### src/rtl/pipeline_pkg.sv
// Shared definitions for the parametrised opcode pipeline.
package pipeline_pkg;

  // Default bubble opcode. It has to decode as a harmless no-op in every stage ROM.
  localparam logic [7:0] NOP_OP_DEFAULT = 8'h00;

  // What each stage register does on the next edge.
  typedef enum logic [1:0] {
    ADV    = 2'd0,  // take the upstream opcode and valid bit
    HOLD   = 2'd1,  // keep the current contents
    BUBBLE = 2'd2   // load the NOP opcode and clear valid
  } stage_ctrl_e;

endpackage

### src/rtl/pipe_stage_reg.sv
// One pipeline stage: an opcode register plus its valid bit.
// The upstream data, and whether to advance, hold or bubble, are chosen by the parent.
import pipeline_pkg::*;

module pipe_stage_reg #(
  parameter int               DATA_W = 8,
  parameter logic [DATA_W-1:0] NOP_OP = '0
) (
  input  logic              i_clk,
  input  logic              i_rst,
  input  stage_ctrl_e       i_ctrl,
  input  logic [DATA_W-1:0] i_data,
  input  logic              i_valid,
  output logic [DATA_W-1:0] o_data,
  output logic              o_valid
);

  logic [DATA_W-1:0] r_data;
  logic              r_valid;

  // Stage register. HOLD needs no branch because the flops keep their value.
  always_ff @(posedge i_clk) begin
    if (i_rst) begin
      r_data  <= NOP_OP;
      r_valid <= 1'b0;
    end else begin
      case (i_ctrl)
        ADV: begin
          r_data  <= i_data;
          r_valid <= i_valid;
        end
        BUBBLE: begin
          r_data  <= NOP_OP;
          r_valid <= 1'b0;
        end
        default: begin
          r_data  <= r_data;
          r_valid <= r_valid;
        end
      endcase
    end
  end

  assign o_data  = r_data;
  assign o_valid = r_valid;

endmodule

### src/rtl/param_opcode_pipeline.sv
// N-stage opcode fetch pipeline. Opcodes come from the memory bus into stage 0.
// Each stage either advances, holds or takes a bubble. Bus stalls hold the front
// of the pipe and are counted in a saturating stall counter.
import pipeline_pkg::*;

module param_opcode_pipeline #(
  parameter int                NUM_STAGES  = 3,
  parameter int                DATA_W      = 8,
  parameter int                STALL_DEPTH = 2,
  parameter logic [DATA_W-1:0] NOP_OP      = DATA_W'(NOP_OP_DEFAULT),
  parameter int                CNT_W       = 16
) (
  input  logic                         ClockIn,
  input  logic                         Reset,
  input  logic [DATA_W-1:0]            MemData,
  input  logic                         FetchSuppress,
  input  logic                         BusRequest,
  input  logic                         Flush,
  output logic                         IncPC,
  output logic [NUM_STAGES*DATA_W-1:0] StageOpcode,
  output logic [NUM_STAGES-1:0]        StageValid,
  output logic [CNT_W-1:0]             StallCount
);

  logic              w_bus_req;
  logic              w_suppress;
  logic [DATA_W-1:0] w_stage_op [NUM_STAGES];
  logic              w_stage_v  [NUM_STAGES];
  logic [CNT_W-1:0]  r_stall_cnt;

  // The two decode feedback inputs can be X at power-up, before the decode ROMs see
  // defined opcodes. In simulation an X is treated as "not asserted". Synthesis uses the raw pins.
`ifdef SYNTHESIS
  assign w_bus_req  = BusRequest;
  assign w_suppress = FetchSuppress;
`else
  assign w_bus_req  = (BusRequest === 1'b1);
  assign w_suppress = (FetchSuppress === 1'b1);
`endif

  // A byte is consumed only on a plain advance cycle.
  assign IncPC = ~Reset & ~Flush & ~w_bus_req & ~w_suppress;

  for (genvar k = 0; k < NUM_STAGES; k++) begin : g_stage
    stage_ctrl_e       w_ctrl;
    logic [DATA_W-1:0] w_din;
    logic              w_vin;

    // Per-stage control. Priority is flush, then bus stall, then fetch suppress.
    // Reset is handled inside the stage register.
    always_comb begin
      w_ctrl = ADV;
      if (Flush) begin
        w_ctrl = BUBBLE;
      end else if (w_bus_req) begin
        if (k < STALL_DEPTH) begin
          w_ctrl = HOLD;
        end else if (k == STALL_DEPTH) begin
          w_ctrl = BUBBLE;
        end
      end else if (w_suppress && (k == 0)) begin
        w_ctrl = BUBBLE;
      end
    end

    // Stage 0 is fed from the bus. Every other stage is fed from its predecessor.
    if (k == 0) begin : g_head
      assign w_din = MemData;
      assign w_vin = 1'b1;
    end else begin : g_body
      assign w_din = w_stage_op[k-1];
      assign w_vin = w_stage_v[k-1];
    end

    pipe_stage_reg #(
      .DATA_W (DATA_W),
      .NOP_OP (NOP_OP)
    ) u_stage (
      .i_clk   (ClockIn),
      .i_rst   (Reset),
      .i_ctrl  (w_ctrl),
      .i_data  (w_din),
      .i_valid (w_vin),
      .o_data  (w_stage_op[k]),
      .o_valid (w_stage_v[k])
    );

    assign StageOpcode[k*DATA_W +: DATA_W] = w_stage_op[k];
    assign StageValid[k]                   = w_stage_v[k];
  end

  // Stall counter. It counts cycles where BusRequest is actually applied, so a flush
  // cycle is not counted. It stops at all-ones instead of wrapping.
  always_ff @(posedge ClockIn) begin
    if (Reset) begin
      r_stall_cnt <= '0;
    end else if (!Flush && w_bus_req && (r_stall_cnt != '1)) begin
      r_stall_cnt <= r_stall_cnt + CNT_W'(1);
    end
  end

  assign StallCount = r_stall_cnt;

endmodule
### config.mk
export PLATFORM = sky130hd
export DESIGN_NAME = param_opcode_pipeline
export DESIGN_NICKNAME = d
export VERILOG_FILES = /design/src/rtl/pipeline_pkg.sv /design/src/rtl/pipe_stage_reg.sv /design/src/rtl/param_opcode_pipeline.sv
export SDC_FILE = /design/constraint.sdc
export NUM_CORES = 1
export LEC_CHECK = 0
export CAP_MARGIN = 15
export CORE_MARGIN = 3
export CORE_UTILIZATION = 44
export DETAILED_ROUTE_END_ITERATION = 10
export PLACE_DENSITY = 0.81
export RECOVER_POWER = 25
export SLEW_MARGIN = 40
export SYNTH_ARGS = -nofsm -noshare
export SYNTH_HDL_FRONTEND = slang
export SYNTH_SLANG_ARGS = --single-unit
export TNS_END_PERCENT = 50
### constraint.sdc
create_clock -name ClockIn -period 2.26 [get_ports ClockIn]
set_input_delay 0.339 -clock ClockIn [delete_from_list [all_inputs] [get_ports ClockIn]]
set_output_delay 0.339 -clock ClockIn [all_outputs]
set_load 0.01 [all_outputs]
# --- Word-level counts from Yosys, hierarchy flattened ---
# Index checks and enable logic that the tools add are counted.
word_totals:
  ff_bits: 43
  in_bits: 13
  out_inout_bits: 44
  elab_cells: 41
classes:
  n_addsub: 1
  n_eq_ne: 4
  muxes: 13
  bitwise: 7
  n_reduce_logical: 9
ops:
  columns: ["operator", "count"]
  rows:
  - ["$pmux 8 s2", 3]
  - ["$add 16x1->16 const B", 1]
  - ["$ne 16x16->1 const B", 1]
  - ["$mux 2", 6]
  - ["$eq 2x2->1 const B", 3]
  - ["$logic_not 2->1", 3]
  - ["$pmux 1 s2", 3]
  - ["$reduce_bool 2->1", 3]
  - ["$not 1->1", 4]
  - ["$and 1x1->1", 3]
  - ["$logic_and 1x1->1", 2]
  - ["$logic_not 1->1", 1]
  - ["$mux 1", 1]

# --- Logic depth before layout (Yosys ltp) ---
# Gate-level depths: netlist of the first run.
logic_depth:
  ltp_word: 5
  depth_mapped: 6
  ltp_nobuf: 5

# --- By module ---
# From an unflattened synthesis of the first run, not the netlist that was laid out.
hier_totals:
  hier_cells: 229
  area_unflattened_um2: 2188.3
modules_own_cells:
  columns: ["module", "instances", "cells_per_inst", "area_each_um2", "seq_area_each_um2"]
  rows:
  - ["pipe_stage_reg", 3, 41, 424.2, 180.2]
  - ["param_opcode_pipeline", 1, 106, 915.9, 320.3]

# --- Least setup slack after synthesis of the first run ---
# Ideal clock, no wire load.
synth_path:
  kind: "reg-to-reg"
  start: "register r_stall_cnt[0], in the netlist StallCount[0]"
  end: "register r_stall_cnt[14], in the netlist StallCount[14]"
  setup_time_ns: 0.130
  arrival_ns: 1.712
  required_ns: 2.130
  setup_slack_ns: 0.417
  stages_incl_launch_ff: 6
  n_path_buf: 0
  synth_period_minus_slack_ns: 1.843
  cell_sequence: "dfxtp_1 ha_1 nand4_1 or4_1 nor4b_1 nor3b_1"
synth_between:
  elab_chain_len: 2
  elab_cells_between_ends: 3
  classes_between: "add/sub (1); eq/ne (1); reduce/logical (1)"
synth_lines:
  columns: ["element", "line_no", "rtl"]
  rows:
  - ["from (decl)", "param_opcode_pipeline.sv:29", "logic [CNT_W-1:0] r_stall_cnt;"]
  - ["from (signal assigned)", "param_opcode_pipeline.sv:98", "r_stall_cnt <= r_stall_cnt + CNT_W'(1);"]
  - ["branches (longest 2 deep; another with $add 16x1->16)", null, null]
# Several ways; the timed one is not identified.
# A chain may end at the register's enable or synchronous reset.

# --- Worst setup path after layout of the first run ---
layout_path:
  start: "input port BusRequest"
  end: "output port IncPC"
layout_between:
  elab_chain_len: 3
layout_lines:
  columns: ["element", "line_no", "rtl"]
  rows:
  - ["from (decl)", "param_opcode_pipeline.sv:17", "input logic BusRequest,"]
  - ["$not 1->1", "param_opcode_pipeline.sv:42", "assign IncPC = ~Reset & ~Flush & ~w_bus_req & ~w_suppress;"]
  - ["$and 1x1->1 (2 in series)", "param_opcode_pipeline.sv:42", null]
  - ["to (decl)", "param_opcode_pipeline.sv:19", "output logic IncPC,"]
# Every way passes these cells.

==> results of run 1 <==
logic make-up after synthesis:
| logic type | Yosys count | synth area share, % |
|---|---|---|
| AND/OR/NAND/NOR | 59 | 22.6 |
| flip-flops | 43 | 52.0 |
| AO/OA/AOI/OAI | 41 | 18.3 |
| buffers and inverters | 13 | 3.71 |
| multiplexers | 4 | 2.57 |
| adder cells (fa/ha/maj) | 1 | 0.756 |
per-stage QoR:
stage / std cells / total power (W) / utilization, % / area [µm²]
final: 268 / 0.00134 / 68.1 / 2360
after global routing: 268 / 0.00138 / 68.1 / 2360
after CTS: 268 / 0.00135 / 68.3 / 2370
after detailed placement: 260 / 0.000863 / 65.7 / 2280
after global placement: 260 / 0.000859 / 65.6 / 2270
after floorplan: 161 / 0.000815 / - / 1650
state kept, by name, summed over array words and instances (netlist names):
name / flops
g_stage.u_stage.o_valid: 3
StallCount: 16
g_stage.u_stage.o_data: 24
Yosys cell counts, types with 2 or more instances:
cell,count
o21ai_0,5
nor2_1,6
nor4_1,3
nor3_1,4
a21oi_1,8
nor4b_1,2
clkbuf_1,5
or3_1,4
buf_4,3
dfxtp_1,43
and2_1,9
o31ai_1,5
o31a_1,2
inv_1,3
nor4_2,2
a22o_1,17
nand2_1,4
nand4_1,2
nand3_1,7
nor2b_1,3
mux2i_1,2
or4_1,5
nor3b_1,2
mux2_2,2
metal layers:
metal | share of wire [%] | wire, µm | track usage (%)
met4 | 1.5 | 59 | 7.85
met3 | 4.9 | 192 | 5.16
met5 | 0 | 0 | 0
met2 | 50 | 1960 | 30.4
met1 | 44 | 1700 | 22.4
critical path, cell delays in order:
cell and delay (ns):
clkdlybuf4s50_1 0.49, nor4_2 0.31, clkdlybuf4s50_1 0.61
area by class of cell:
| type | count | area, µm² | share of cell area [%] |
|---|---|---|---|
| Tap cell | 46 | 57.6 | 2.44 |
| Multi-Input combinational cell | 105 | 734 | 31.1 |
| Timing Repair Buffer | 63 | 606 | 25.6 |
| Inverter | 3 | 11.3 | 0.477 |
| Clock inverter | 3 | 23.8 | 1.01 |
| Sequential cell | 43 | 861 | 36.4 |
| Clock buffer | 5 | 68.8 | 2.91 |
worst max path at each step:
stage / slack, ns / startpoint / end / cells past startpoint
finish: 0.17 / BusRequest / IncPC / 3
global route: 0.1 / BusRequest / IncPC / 3
CTS: 0.15 / BusRequest / IncPC / 3
detailed placement: 0.11 / BusRequest / StallCount[9] / 5
global placement: 0.16 / Reset / g_stage[1].u_stage.o_data[5] / 4
floorplan: 0.42 / StallCount[0] / StallCount[14] / 5
report_power, final:
part	switching, W	internal (W)
logic	0.0000339	0.0000401
registers	0.00000583	0.000763
clock network	0.000273	0.000221
total	0.000313	0.00102
==> run_results.csv, run 1 <==
group,metric,value,unit
floorplanning,rows,21,
placed_design,place_ws,0.112,ns
clock_tree,clk_pin_slew,0.08,ns
critical_path,crit_path_start_kind,"primary input",
timing,max_freq,478,MHz
critical_path,endpoint_kind,"output pin",
hold_path,min_to,"g_stage[2].u_stage.o_data[7]",
logic_synthesis,synth_edf_count,0,
logic_synthesis,syn_area,1650,µm²
clock_tree,ctsHtreeMaxLevel,2,
logic_synthesis,synth-seq-cells,43,
clock_tree,cts_buffers,5,
clock_tree,clock_latency,0.30,ns
critical_path,crit_path_max_fanout,4,
floorplanning,ios,57,
logic_synthesis,synth_nets,175,
timing,fin_crit_sh,92.7,%
placed_design,hpwlAfterDp,2900,µm
final_layout,synthToLayoutAreaGrowth,42.8,%
critical_path,worst-r2r-setup-slack,0.25,ns
clock_tree,hold_buffers,0,
clock_tree,post_cts_resized,0,
logic_synthesis,syn_inst,161,
logic_synthesis,synthFlopType,"dfxtp_1",
routing,first_pass_iters,4,
timing,whs,0.494,ns
logic_synthesis,ys_top_cells_by_area,"dfxtp_1 52%, a22o_1 9.0%, and2_1 3.4%",
logic_synthesis,yosysSeqAreaShare,52.0,%
final_layout,fill_cells,290,
logic_synthesis,synth_area_leader_cell,"dfxtp_1",
routing,ant_nets,0,
global_routing,grt_max_degree,19,
hold_path,min_path_type,"reg -> reg",
logic_synthesis,async_reset_ff_share,0,%
placed_design,place_congestion,0.771,
status,status,"finished, final reports clean",
timing,rsz0062_at_grt,"false",
critical_path,arrival,1.76,ns
final_layout,n_antenna_cell,0,
clock_tree,clock_path_buffers,2,
flow_run,cap_viol_max_count,0,
clock_tree,cts.sinks,43,
critical_path,crit_type,"in -> out",
hold_path,min-delay-start,"g_stage[1].u_stage.o_data[7]",
hold_path,min_path_cells,1,
timing,slew_violations,0,
global_routing,grt_usage,18.4,%
floorplanning,die_x,67.3,µm
clock_tree,cts_tree,"done",
routing,wl_per_cell,14.6,µm
timing,clock_skew,0.00337,ns
logic_synthesis,synth_top_area_share,52.0,%
global_routing,grt_pass1_wl,6270,µm
routing,drt-total-wl,3910,µm
final_layout,final_cell_mix,"43 x dfxtp_1, 43 x clkdlybuf4s50_1, 17 x a22o_1",
critical_path,worstPathRequired,1.92,ns
logic_synthesis,avgSynthCellArea,10.3,µm²
timing,tightest_slew,0.700,ns
pwr,powerDensity,566,nW/µm²
critical_path,rr_worst_depth,5,
timing,maxSlewHeadroom,53.3,%
clock_tree,postCtsSetupBuffers,0,
routing,routed_via_density,5.47,
global_routing,first_global_vias,1384,
final_layout,fin_nets,235,
global_routing,antenna_found_initial,0,
global_routing,grt_overflow,0,
timing,setup_viol,0,
floorplanning,die-area,4530,µm²
routing,drc_errors,0,
logic_synthesis,yosys_warnings,0,
timing,fin_ws,0.166,ns
floorplanning,die_h,67.3,µm
pwr,p_leak,0.860,nW
final_layout,drive_above_1_share,9.46,%
pwr,vdd_drop_max,0.495,mV
critical_path,r2r_start,"StallCount[0]",
timing,tns,0,ns
timing,hold_viol,0,
timing,fin_crit,2.09,ns
logic_synthesis,ys_types,37,
routing,drt-initial-drc-count,56,
clock_tree,root_buffer,"clkbuf_8",
routing,vias,1465,
placed_design,portBuffers,56,
floorplanning,start_util,47.7,%
critical_path,reg2reg_to,"StallCount[14]",
floorplanning,fp.coreArea,3470,µm²
Power figures use the tool's default switching activity.
==> run 2, diff against run 1 <==
- SLEW_MARGIN: 40 -> 10
==> run 2 against run 1 <==
Critical path depth stayed put; maximum frequency about the same; register-to-register slack worse by 0.02 ns; wire length grew 1.5%; critical path type unchanged; largest cell class unchanged; largest power group unchanged.
==> run_results.csv, run 2 (same netlist as run 1, synthesis figures left out) <==
group,metric,value,unit
status,status,"finished, final reports clean",
timing,max_freq,478,MHz
placed_design,place_congestion,0.771,
hold_path,min-delay-start,"g_stage[1].u_stage.o_data[7]",
critical_path,max_stage_delay,0.61,ns
clock_tree,post_cts_resized,0,
final_layout,final_cell_mix,"54 x clkdlybuf4s50_1, 43 x dfxtp_1, 17 x a22o_1",
routing,ant_nets,0,
critical_path,endpoint_kind,"output pin",
critical_path,crit_family,"buffers and inverters",
timing,tightest_slew,0.669,ns
floorplanning,die-area,4530,µm²
final_layout,n_antenna_cell,0,
timing,fin_crit,2.09,ns
critical_path,rr_worst_depth,5,
critical_path,cp_common_cell,"clkdlybuf4s50_1",
clock_tree,clock_path_buffers,2,
clock_tree,hold_buffers,0,
clock_tree,ctsHtreeMaxLevel,2,
routing,vias,1508,
timing,rsz0062_at_grt,"false",
floorplanning,rows,21,
final_layout,final_common_cell,"clkdlybuf4s50_1",
floorplanning,die_x,67.3,µm
critical_path,cp_cell_sequence,"clkdlybuf4s50_1, nor4_2, clkdlybuf4s50_1",
pwr,total_power,0.00132,W
floorplanning,fp.coreArea,3470,µm²
routing,drt-initial-drc-count,56,
pwr,p_leak,0.820,nW
final_layout,fin_util,68.0,%
critical_path,crit_slowest_cell,"clkdlybuf4s50_1",
clock_tree,clock_latency,0.29,ns
critical_path,crit_path_start_kind,"primary input",
timing,fin_crit_sh,92.6,%
timing,setup_viol,0,
final_layout,synthToLayoutAreaGrowth,42.7,%
critical_path,crit_end,"IncPC",
pwr,powerDensity,558,nW/µm²
critical_path,crit_path_max_fanout,4,
clock_tree,cts.sinks,43,
pwr,vdd_drop_max,0.560,mV
placed_design,hpwlAfterDp,2940,µm
critical_path,worst-r2r-setup-slack,0.23,ns
timing,hold_viol,0,
flow_run,cap_viol_max_count,0,
final_layout,fin_nets,236,
final_layout,largest_register_ff_count,24,
critical_path,crit_type,"in -> out",
global_routing,grt_max_degree,19,
routing,first_pass_iters,4,
final_layout,fill_cells,296,
clock_tree,cts_tree,"done",
timing,slew_violations,0,
routing,wl_per_cell,14.8,µm
critical_path,worstSetupPathDepth,3,
critical_path,arrival,1.75,ns
floorplanning,die_h,67.3,µm
routing,routed_via_density,5.61,
global_routing,antenna_found_initial,0,
routing,drt-total-wl,3970,µm
timing,clock_skew,0.00546,ns
critical_path,cp.buffers_inverters,2,
timing,maxSlewHeadroom,55.4,%
hold_path,min_path_type,"reg -> reg",
routing,drc_errors,0,
global_routing,grt_overflow,0,
critical_path,reg2reg_to,"StallCount[14]",
global_routing,first_global_vias,1410,
final_layout,drive_above_1_share,8.97,%
global_routing,grt_pass1_wl,6430,µm
floorplanning,ios,57,
floorplanning,start_util,47.7,%
clock_tree,cts_buffers,5,
clock_tree,clk_pin_slew,0.08,ns
placed_design,portBuffers,56,
timing,tns,0,ns
critical_path,worstPathRequired,1.92,ns
critical_path,r2r_start,"StallCount[0]",
critical_path,startpoint,"BusRequest",
global_routing,grt_usage,18.9,%
clock_tree,postCtsSetupBuffers,0,
clock_tree,root_buffer,"clkbuf_8",
==> run 2: worst min path at each step <==
stage / end / slack [ns] / cells past startpoint
floorplan: g_stage[0].u_stage.o_valid / 0.45 / 1
global placement: g_stage[0].u_stage.o_valid / 0.46 / 1
detailed placement: g_stage[2].u_stage.o_data[7] / 0.47 / 1
CTS: g_stage[2].u_stage.o_data[3] / 0.49 / 1
global route: g_stage[2].u_stage.o_data[0] / 0.51 / 1
finish: g_stage[2].u_stage.o_data[7] / 0.49 / 1
==> run 2: worst reg2reg max path, delay by kind of cell (launching register included) <==
kind / cells / cell delay, ns
simple gates: 4 / 1.25
flops: 1 / 0.41
fa+ha+maj: 1 / 0.25
==> run 2: through the flow <==
stage	hold slack, ns	area [µm²]	instances	worst slack (ns)
5_1_grt	0.512	2360	269	0.0932
3_3_place_gp	0.463	2270	260	0.164
2_1_floorplan	0.451	1650	161	0.417
3_5_place_dp	0.473	2270	260	0.0335
4_1_cts	0.495	2360	268	0.151
6_report	0.492	2360	269	0.168
==> run 2: area by class of cell <==
type                       count  area, µm²  area share, %
multi-input combinational    105        732           31.0
sequential                    43        861           36.5
clock inverter                 3       20.0          0.848
tap                           46       57.6           2.44
timing repair buffer          64        609           25.8
inverter                       3       11.3          0.477
clock buffer                   5       68.8           2.92
==> run 2: layer usage <==
metal	vias to the layer above	part of all wire (%)	GRT usage (%)
met5	-	0	0
met4	0	0.25	5.82
met3	3	4.5	6.99
met2	48	51	30.7
met1	733	44	23.2
li1	724	-	-
==> run 2: power breakdown <==
part           switching (W)  internal (W)
clock network       0.000258      0.000215
logic              0.0000341     0.0000404
registers         0.00000595      0.000763
